===== config.mk =====
export PLATFORM = sky130hd
export DESIGN_NAME = fwft_pkt_reader
export DESIGN_NICKNAME = d
export VERILOG_FILES = /design/src/rtl/fwft_pkt_pkg.sv /design/src/rtl/fwft_out_reg.sv /design/src/rtl/fwft_pkt_reader.sv
export SDC_FILE = /design/constraint.sdc
export NUM_CORES = 1
export LEC_CHECK = 0
export ABC_AREA = 1
export ABC_CLOCK_PERIOD_IN_PS = 1700
export CAP_MARGIN = 10
export CORE_ASPECT_RATIO = 2
export CORE_MARGIN = 5
export CORE_UTILIZATION = 44
export CTS_CLUSTER_DIAMETER = 50
export DETAILED_ROUTE_END_ITERATION = 6
export GPL_TIMING_DRIVEN = 0
export HOLD_SLACK_MARGIN = 0.08
export PLACE_DENSITY = 0.79
export SETUP_SLACK_MARGIN = 0.2
export SLEW_MARGIN = 15
export SYNTH_ARGS = -nofsm -noshare
export SYNTH_HDL_FRONTEND = slang
export SYNTH_HIERARCHICAL = 1
export SYNTH_SLANG_ARGS = --single-unit

===== constraint.sdc =====
create_clock -name Clk -period 1.7 [get_ports Clk]
set_input_delay 0.34 -clock Clk [delete_from_list [all_inputs] [get_ports Clk]]
set_output_delay 0.34 -clock Clk [all_outputs]
set_load 0.01 [all_outputs]

===== src/rtl/fwft_pkt_pkg.sv =====
// fwft_pkt_pkg: shared types and constants for the FWFT packet reader.
//   state_t          : reader FSM states (IDLE, STREAM, DISCARD)
//   EOP_BIT          : end-of-packet marker position in a FIFO word
//   DEF_DATA_W       : default data byte width
//   DEF_MAX_PKT_LEN  : default maximum forwarded bytes per packet
//   DEF_LEN_W        : default byte-in-packet counter width
//   PKT_CNT_W        : forwarded-packet statistics counter width
//   ERR_CNT_W        : truncated-packet statistics counter width
package fwft_pkt_pkg;

    typedef enum logic [1:0] {
        IDLE    = 2'd0,
        STREAM  = 2'd1,
        DISCARD = 2'd2
    } state_t;

    localparam int unsigned EOP_BIT         = 8;
    localparam int unsigned DEF_DATA_W      = 8;
    localparam int unsigned DEF_MAX_PKT_LEN = 16;
    localparam int unsigned DEF_LEN_W       = 8;
    localparam int unsigned PKT_CNT_W       = 16;
    localparam int unsigned ERR_CNT_W       = 8;

endpackage


===== src/rtl/fwft_out_reg.sv =====
// fwft_out_reg: single-entry registered output stage (data, valid, last).
// Ports:
//   i_clk    : clock
//   i_reset  : synchronous active-high reset, clears all outputs
//   i_load   : capture i_data/i_last and raise o_valid
//   i_data   : byte to capture
//   i_last   : last-of-packet flag to capture
//   i_ready  : downstream ready; drops o_valid when nothing new is loaded
//   o_data   : registered byte
//   o_valid  : registered valid
//   o_last   : registered last flag
module fwft_out_reg
    import fwft_pkt_pkg::*;
#(
    parameter int unsigned DATA_W = DEF_DATA_W
) (
    input  logic              i_clk,
    input  logic              i_reset,
    input  logic              i_load,
    input  logic [DATA_W-1:0] i_data,
    input  logic              i_last,
    input  logic              i_ready,
    output logic [DATA_W-1:0] o_data,
    output logic              o_valid,
    output logic              o_last
);

    logic [DATA_W-1:0] r_data;
    logic              r_valid;
    logic              r_last;

    always_ff @(posedge i_clk) begin
        if (i_reset) begin
            r_data  <= '0;
            r_valid <= 1'b0;
            r_last  <= 1'b0;
        end else if (i_load) begin
            r_data  <= i_data;
            r_valid <= 1'b1;
            r_last  <= i_last;
        end else if (i_ready) begin
            // Beat accepted with no replacement: data/last are left as-is.
            r_valid <= 1'b0;
        end
    end

    assign o_data  = r_data;
    assign o_valid = r_valid;
    assign o_last  = r_last;

endmodule


===== src/rtl/fwft_pkt_reader.sv =====
// fwft_pkt_reader: drains a first-word-fall-through FIFO of {eop, byte}
// words into a registered valid/ready byte stream, truncating packets
// longer than MAX_PKT_LEN and discarding their tail up to the next marker.
// Optional feature macro: FWFT_PKT_READER_STATS_EN
//   defined   -> PktCount / ErrCount saturating statistics counters
//   undefined -> PktCount / ErrCount tied to zero
// Ports:
//   Clk         : clock, shared with the FIFO read side
//   Reset       : synchronous active-high reset
//   Enable      : start/continue consumption, sampled at packet boundaries
//   FifoDout    : FWFT head word, bit DATA_W is the end-of-packet marker
//   FifoEmpty   : FIFO empty flag
//   FifoRdEn    : combinational pop of the head word
//   OutData     : registered output byte
//   OutValid    : OutData/OutLast valid
//   OutLast     : last byte of packet (marker or truncation)
//   OutReady    : downstream ready
//   OverflowErr : one-cycle pulse, aligned with the truncating beat
//   PktCount    : forwarded packets (saturating)
//   ErrCount    : truncated packets (saturating)
module fwft_pkt_reader
    import fwft_pkt_pkg::*;
#(
    parameter int unsigned DATA_W      = DEF_DATA_W,
    parameter int unsigned MAX_PKT_LEN = DEF_MAX_PKT_LEN,
    parameter int unsigned LEN_W       = DEF_LEN_W
) (
    input  logic                 Clk,
    input  logic                 Reset,
    input  logic                 Enable,
    input  logic [DATA_W:0]      FifoDout,
    input  logic                 FifoEmpty,
    output logic                 FifoRdEn,
    output logic [DATA_W-1:0]    OutData,
    output logic                 OutValid,
    output logic                 OutLast,
    input  logic                 OutReady,
    output logic                 OverflowErr,
    output logic [PKT_CNT_W-1:0] PktCount,
    output logic [ERR_CNT_W-1:0] ErrCount
);

    state_t           r_state;
    state_t           w_state_nxt;
    logic [LEN_W-1:0] r_len;
    logic [LEN_W-1:0] w_len_nxt;
    logic             r_ovf;

    logic             w_marker;
    logic             w_out_valid;
    logic             w_rd_en;
    logic             w_load;
    logic             w_last;
    logic             w_eop;
    logic             w_trunc;

    assign w_marker = FifoDout[DATA_W];

    always_ff @(posedge Clk) begin
        if (Reset) begin
            r_state <= IDLE;
            r_len   <= '0;
            r_ovf   <= 1'b0;
        end else begin
            r_state <= w_state_nxt;
            r_len   <= w_len_nxt;
            r_ovf   <= w_trunc;
        end
    end

    always_comb begin
        w_state_nxt = r_state;
        w_len_nxt   = r_len;
        w_rd_en     = 1'b0;
        w_load      = 1'b0;
        w_last      = 1'b0;
        w_eop       = 1'b0;
        w_trunc     = 1'b0;
        case (r_state)
            IDLE: begin
                if (Enable) begin
                    w_state_nxt = STREAM;
                end
            end
            STREAM: begin
                // Load only when the output slot is empty or being drained.
                if (!FifoEmpty && (!w_out_valid || OutReady)) begin
                    w_rd_en   = 1'b1;
                    w_load    = 1'b1;
                    w_len_nxt = r_len + 1'b1;
                    if (w_marker) begin
                        w_last      = 1'b1;
                        w_eop       = 1'b1;
                        w_len_nxt   = '0;
                        w_state_nxt = Enable ? STREAM : IDLE;
                    end else if (r_len == LEN_W'(MAX_PKT_LEN - 1)) begin
                        w_last      = 1'b1;
                        w_trunc     = 1'b1;
                        w_state_nxt = DISCARD;
                    end
                end
            end
            DISCARD: begin
                if (!FifoEmpty) begin
                    w_rd_en = 1'b1;
                    if (w_marker) begin
                        w_len_nxt   = '0;
                        w_state_nxt = Enable ? STREAM : IDLE;
                    end
                end
            end
            default: begin
                w_state_nxt = IDLE;
            end
        endcase
    end

    fwft_out_reg #(
        .DATA_W (DATA_W)
    ) u_out_reg (
        .i_clk   (Clk),
        .i_reset (Reset),
        .i_load  (w_load),
        .i_data  (FifoDout[DATA_W-1:0]),
        .i_last  (w_last),
        .i_ready (OutReady),
        .o_data  (OutData),
        .o_valid (w_out_valid),
        .o_last  (OutLast)
    );

    assign OutValid    = w_out_valid;
    assign FifoRdEn    = w_rd_en;
    assign OverflowErr = r_ovf;

`ifdef FWFT_PKT_READER_STATS_EN
    logic [PKT_CNT_W-1:0] r_pkt_cnt;
    logic [ERR_CNT_W-1:0] r_err_cnt;

    always_ff @(posedge Clk) begin
        if (Reset) begin
            r_pkt_cnt <= '0;
            r_err_cnt <= '0;
        end else begin
            // A truncated packet still counts as forwarded.
            if ((w_eop || w_trunc) && (r_pkt_cnt != '1)) begin
                r_pkt_cnt <= r_pkt_cnt + 1'b1;
            end
            if (w_trunc && (r_err_cnt != '1)) begin
                r_err_cnt <= r_err_cnt + 1'b1;
            end
        end
    end

    assign PktCount = r_pkt_cnt;
    assign ErrCount = r_err_cnt;
`else
    assign PktCount = '0;
    assign ErrCount = '0;
`endif

endmodule


# [Word level (Yosys, flattened, before mapping)]
# Cells that the tools add are included.
[word_totals] out_inout_bits=36 wordCells=50 mem_count=0 latchBits=0 regBits=21 rom_bits=0 mem_bits_rw=0 in_bits=14
[op_classes] n_reduce_logical=10 n_shift=0 n_eq_ne=8 n_bitwise=2 multipliers=0 n_lt_le_gt_ge=0 add_sub_neg=1 div=0 n_mux=23
[ops] cell="8-bit two-way mux" count=4
[ops] cell="8-bit case mux with 2 select lines" count=1
[ops] cell="2-bit two-way mux" count=6
[ops] cell="1-bit two-way mux" count=10
[ops] cell="8-bit by 1-bit adder with 8-bit output (second input constant)" count=1
[ops] cell="8-bit by 4-bit equality test with 1-bit output (second input constant)" count=1
[ops] cell="2-bit inequality test (second input constant)" count=4
[ops] cell="2-bit case mux with 3 select lines" count=1
[ops] cell="5-bit AND reduction" count=1
[ops] cell="4-bit AND reduction" count=1
[ops] cell="2-bit nonzero test" count=2
[ops] cell="4-bit OR reduction" count=1
[ops] cell="3-bit inequality test (second input constant)" count=1
[ops] cell="2-bit by 1-bit equality test with 1-bit output (second input constant)" count=1
[ops] cell="2-bit equality test (second input constant)" count=1
[ops] cell="1-bit logical NOT" count=2
[ops] cell="2-bit logical NOT" count=1
[ops] cell="1-bit NOT" count=2
[ops] cell="1-bit case mux with 2 select lines" count=1
[ops] cell="1-bit logical AND" count=1
[ops] cell="1-bit logical OR" count=1

# [Longest topological paths before layout]
[logic_depth] word_depth=6 mapped_depth=9

# [Hierarchy]
# Netlist, hierarchy kept.
[by_module_without_submodules] module="fwft_pkt_reader" instances=1 cells_per_inst=146 seq_area_each_um2=220.2 area_per_inst_um2=980.9
[by_module_without_submodules] module="fwft_out_reg" instances=1 cells_per_inst=43 seq_area_each_um2=200.2 area_per_inst_um2=352.8

# [Least setup slack after synthesis]
# Ideal clock, no wire load.
[synth_path] path_kind="flip-flop to output port" start="reg r_state[1]" end="out FifoRdEn" stages_incl_launch_ff=6 setup_slack_ps=305 t_arrival_ps=1055 cell_sequence="dfxtp_1 > inv_1 > ha_1 > inv_2 > nor2_1 > o21a_1"
[synth_via] elab_chain_len=2 elab_cells_between_ends=3 classes_between="eq/ne: 2; mux: 1"
[synth_rtl] item="from (decl)" line="fwft_pkt_reader.sv:43" source="state_t r_state;"
[synth_rtl] item="from (signal assigned)" line="fwft_pkt_reader.sv:65" source="r_state <= w_state_nxt;"
[synth_rtl] item="2-bit equality test or 2-bit by 1-bit equality test with 1-bit output (tied branches)" line="fwft_pkt_reader.sv:79" source="case (r_state)"
[synth_rtl] item="1-bit case mux with 2 select lines (*)" line="fwft_pkt_reader.sv:79"
[synth_rtl] item="to (decl)" line="fwft_pkt_reader.sv:33" source="output logic FifoRdEn,"
# Every way passes the cells marked *; elsewhere a longest branch is shown, timed or not.

# [Final worst setup path]
# Same ends and word-level chain as after synthesis.

==> impl_metrics.json <==
{
  "status": "completed",
  "grt_pass1_vias": 1228,
  "grt_max_degree": 13,
  "clock-root-buffer": "clkbuf_8",
  "critPathKind": "reg -> out",
  "syn_inst": 189,
  "top_usage_layer": "met2",
  "rows": 28,
  "yosys_warnings": 6,
  "area_growth_syn_to_layout_pct": 43.71,
  "stdcell_count": 280,
  "drive_above_1_share": 0.2760,
  "clock_latency_ns": 0.26,
  "grtUsageTotal": 0.1475,
  "fmax_mhz": 634.6,
  "fillers": 256,
  "grt.met2_usage": 0.2905,
  "cp_slowest_cell": "dfxtp_4",
  "clock_sinks": 21,
  "dpl_cell_area_um2": 1708,
  "grt.overflow.total": 0,
  "place_inst": 267,
  "synth_top_area_share": 0.3152,
  "critPathMaxFanout": 4,
  "arrival_ns": 1.24,
  "clockBufferDepth": 2,
  "p_sw_mw": 0.9678,
  "gp_congestion": 0.8875,
  "core_um2": 2943,
  "hold_ws_ns": 0.4643,
  "holdCritPathClass": "in -> reg",
  "finalMaxSlewViolations": 0,
  "hold_viol": 0,
  "crit_required_ns": 1.36,
  "slowest_delay_ns": 0.39,
  "period_share": 0.9270,
  "p_int_mw": 1.319,
  "yosys-top-cells-area": "dfxtp_1, buf_4, nor2_1, nand2_1, inv_1",
  "crit_chain": "inv_4 > ha_4 > inv_4 > nor2_2 > o21a_1 > buf_2",
  "antenna_found_initial": 0,
  "antenna_left": 0,
  "n_antenna_cell": 0,
  "worstSetupEndpointType": "output pin",
  "ys_ff_latch": 21,
  "route.detailed.drc": 0,
  "die_area_um2": 4299,
  "routedWlPerCell_um": 11.22,
  "p_sw_frac": 0.4233,
  "finalWorstSetupSlack_ns": 0.1242,
  "synth.distinct_cells": 28,
  "post-route-cell-area_um2": 1917,
  "synth_area_leader_cell": "dfxtp_1",
  "syn_avg_cell_area_um2": 7.057,
  "rsz0062_at_grt": "yes",
  "clk_pin_slew_ns": 0.08,
  "tns_ns": 0,
  "seq_area_frac_synth": 0.3152,
  "finish.utilization": 0.6514,
  "totalPowerFinal_mw": 2.286,
  "place_ws_ns": -0.5939,
  "pwr-share-clk": 0.145,
  "skew_ns": 0.005687,
  "fp.dieW_um": 48.93,
  "fin_nets": 270,
  "cap_violations": 0,
  "firstDrtPassIters": 4,
  "htree_levels": 1,
  "path_common_cell": "inv_4",
  "vias": 1296,
  "grt_util_met1": 0.1308,
  "viasPerCell": 4.629,
  "drt_iter0_drc": 14,
  "grtUsageMet3": 0.02726,
  "cts_tree": "built",
  "synth_area_um2": 1334,
  "period_needed_ns": 1.576,
  "io_buffers": 25,
  "io-pin-count": 50,
  "comb_power_share": 0.554,
  "powerDensity_nw_per_um2": 1193,
  "grt_pass1_wl_mm": 5.002,
  "dp_hpwl_mm": 2.431,
  "cts_buffers": 3,
  "cp-start-kind": "flop",
  "die_h_um": 87.86,
  "setup_violations": 0,
  "start_util": 0.4532,
  "seq_power_share": 0.302,
  "wl_mm": 3.142,
  "ir_worst_vdd_mv": 0.7218,
  "p_leak_nw": 1.060
}
-- cells by family after synthesis --
family / Yosys count / synth area share
buffers and inverters: 47 / 0.2092
AOI/OAI and AO/OA: 27 / 0.1163
and+or+nand+nor: 88 / 0.3096
DFF: 21 / 0.3152
other: 1 / 0.002812
adders and majority gates: 5 / 0.04690
-- worst paths after layout --
check	start	endpoint	slack (ns)	cells past startpoint
worst min-delay path	OutReady	u_out_reg/o_valid$_SDFFE_PP0P_	0.46	4
worst max register to register	r_state[1]$_SDFFE_PP0P_	r_len[6]$_SDFFE_PP0P_	0.24	10
worst min register to register	r_len[7]$_SDFFE_PP0P_	r_len[7]$_SDFFE_PP0P_	0.48	2
worst max-delay path	r_state[1]$_SDFFE_PP0P_	FifoRdEn	0.12	6
-- routing by layer --
layer	up-vias	part of all wire
li1	669	-
met1	565	0.33
met2	49	0.57
met3	13	0.066
met4	0	0.041
met5	-	0
-- synthesized netlist by cell type, drive strengths merged --
cell type	number
o21ai	12
nand2	34
nor2	40
buf	25
nand4	3
a21oi	10
clkinv	1
inv	21
nor3	3
dfxtp	21
nand3b	1
nand3	7
ha	5
o21a	2
conb	1
a21boi	1
o21bai	2
-- timing repair --
action                     in CTS  in global routing
hold buffers                    0                  0
hold endpoints to repair        0                  0
setup buffers                   5                  4
resized for setup              24                 21
setup endpoints to repair      15                 13
pin swaps                       4                 10
-- power by group through the flow --
stage                     registers (mW)  clock network (mW)  logic, mW
final                              0.689               0.331       1.27
after global routing               0.700               0.365       1.40
after CTS                          0.685               0.341       1.16
after detailed placement           0.667                   0       1.07
after global placement             0.662                   0       1.07
after floorplan                    0.680                   0      0.756
-- flip-flops by register name, indices dropped and copies added (netlist names) --
signal             count
r_state                2
u_out_reg/o_last       1
u_out_reg/o_valid      1
r_len                  8
u_out_reg/o_data       8
OverflowErr            1
-- cell usage in the layout (no fill, tap or decap), types with 5 or more instances in the layout --
cell type        instances
a21oi_1                  8
nand2_1                 27
inv_1                   14
nand3_1                  5
buf_4                   32
dlygate4sd2_1            5
conb_1                  24
nor2_1                  34
clkdlybuf4s50_1         11
nand2_2                  5
dfxtp_1                 19
o21ai_0                  9
dlymetal6s2s_1           8
-- critical path: cells and delay by family, from the launching register on --
kind	cells	cell delay (ns)
adder cells (fa/ha/maj)	1	0.16
AND/OR/NAND/NOR	1	0.03
flip-flops	1	0.39
buffers and inverters	3	0.23
AO/OA/AOI/OAI	1	0.15
-- final cells by class --
cell class,instances,area (um^2),area share
buffer,25,191.4,0.09987
clock buffer,3,41.29,0.02154
clock inverter,1,5.005,0.002611
inverter,22,95.09,0.04961
multi-input combinational,144,788.3,0.4112
sequential,21,427.9,0.2232
tap,30,37.54,0.01958
timing repair buffer,34,330.3,0.1723
(Power assumes the default switching activity.)
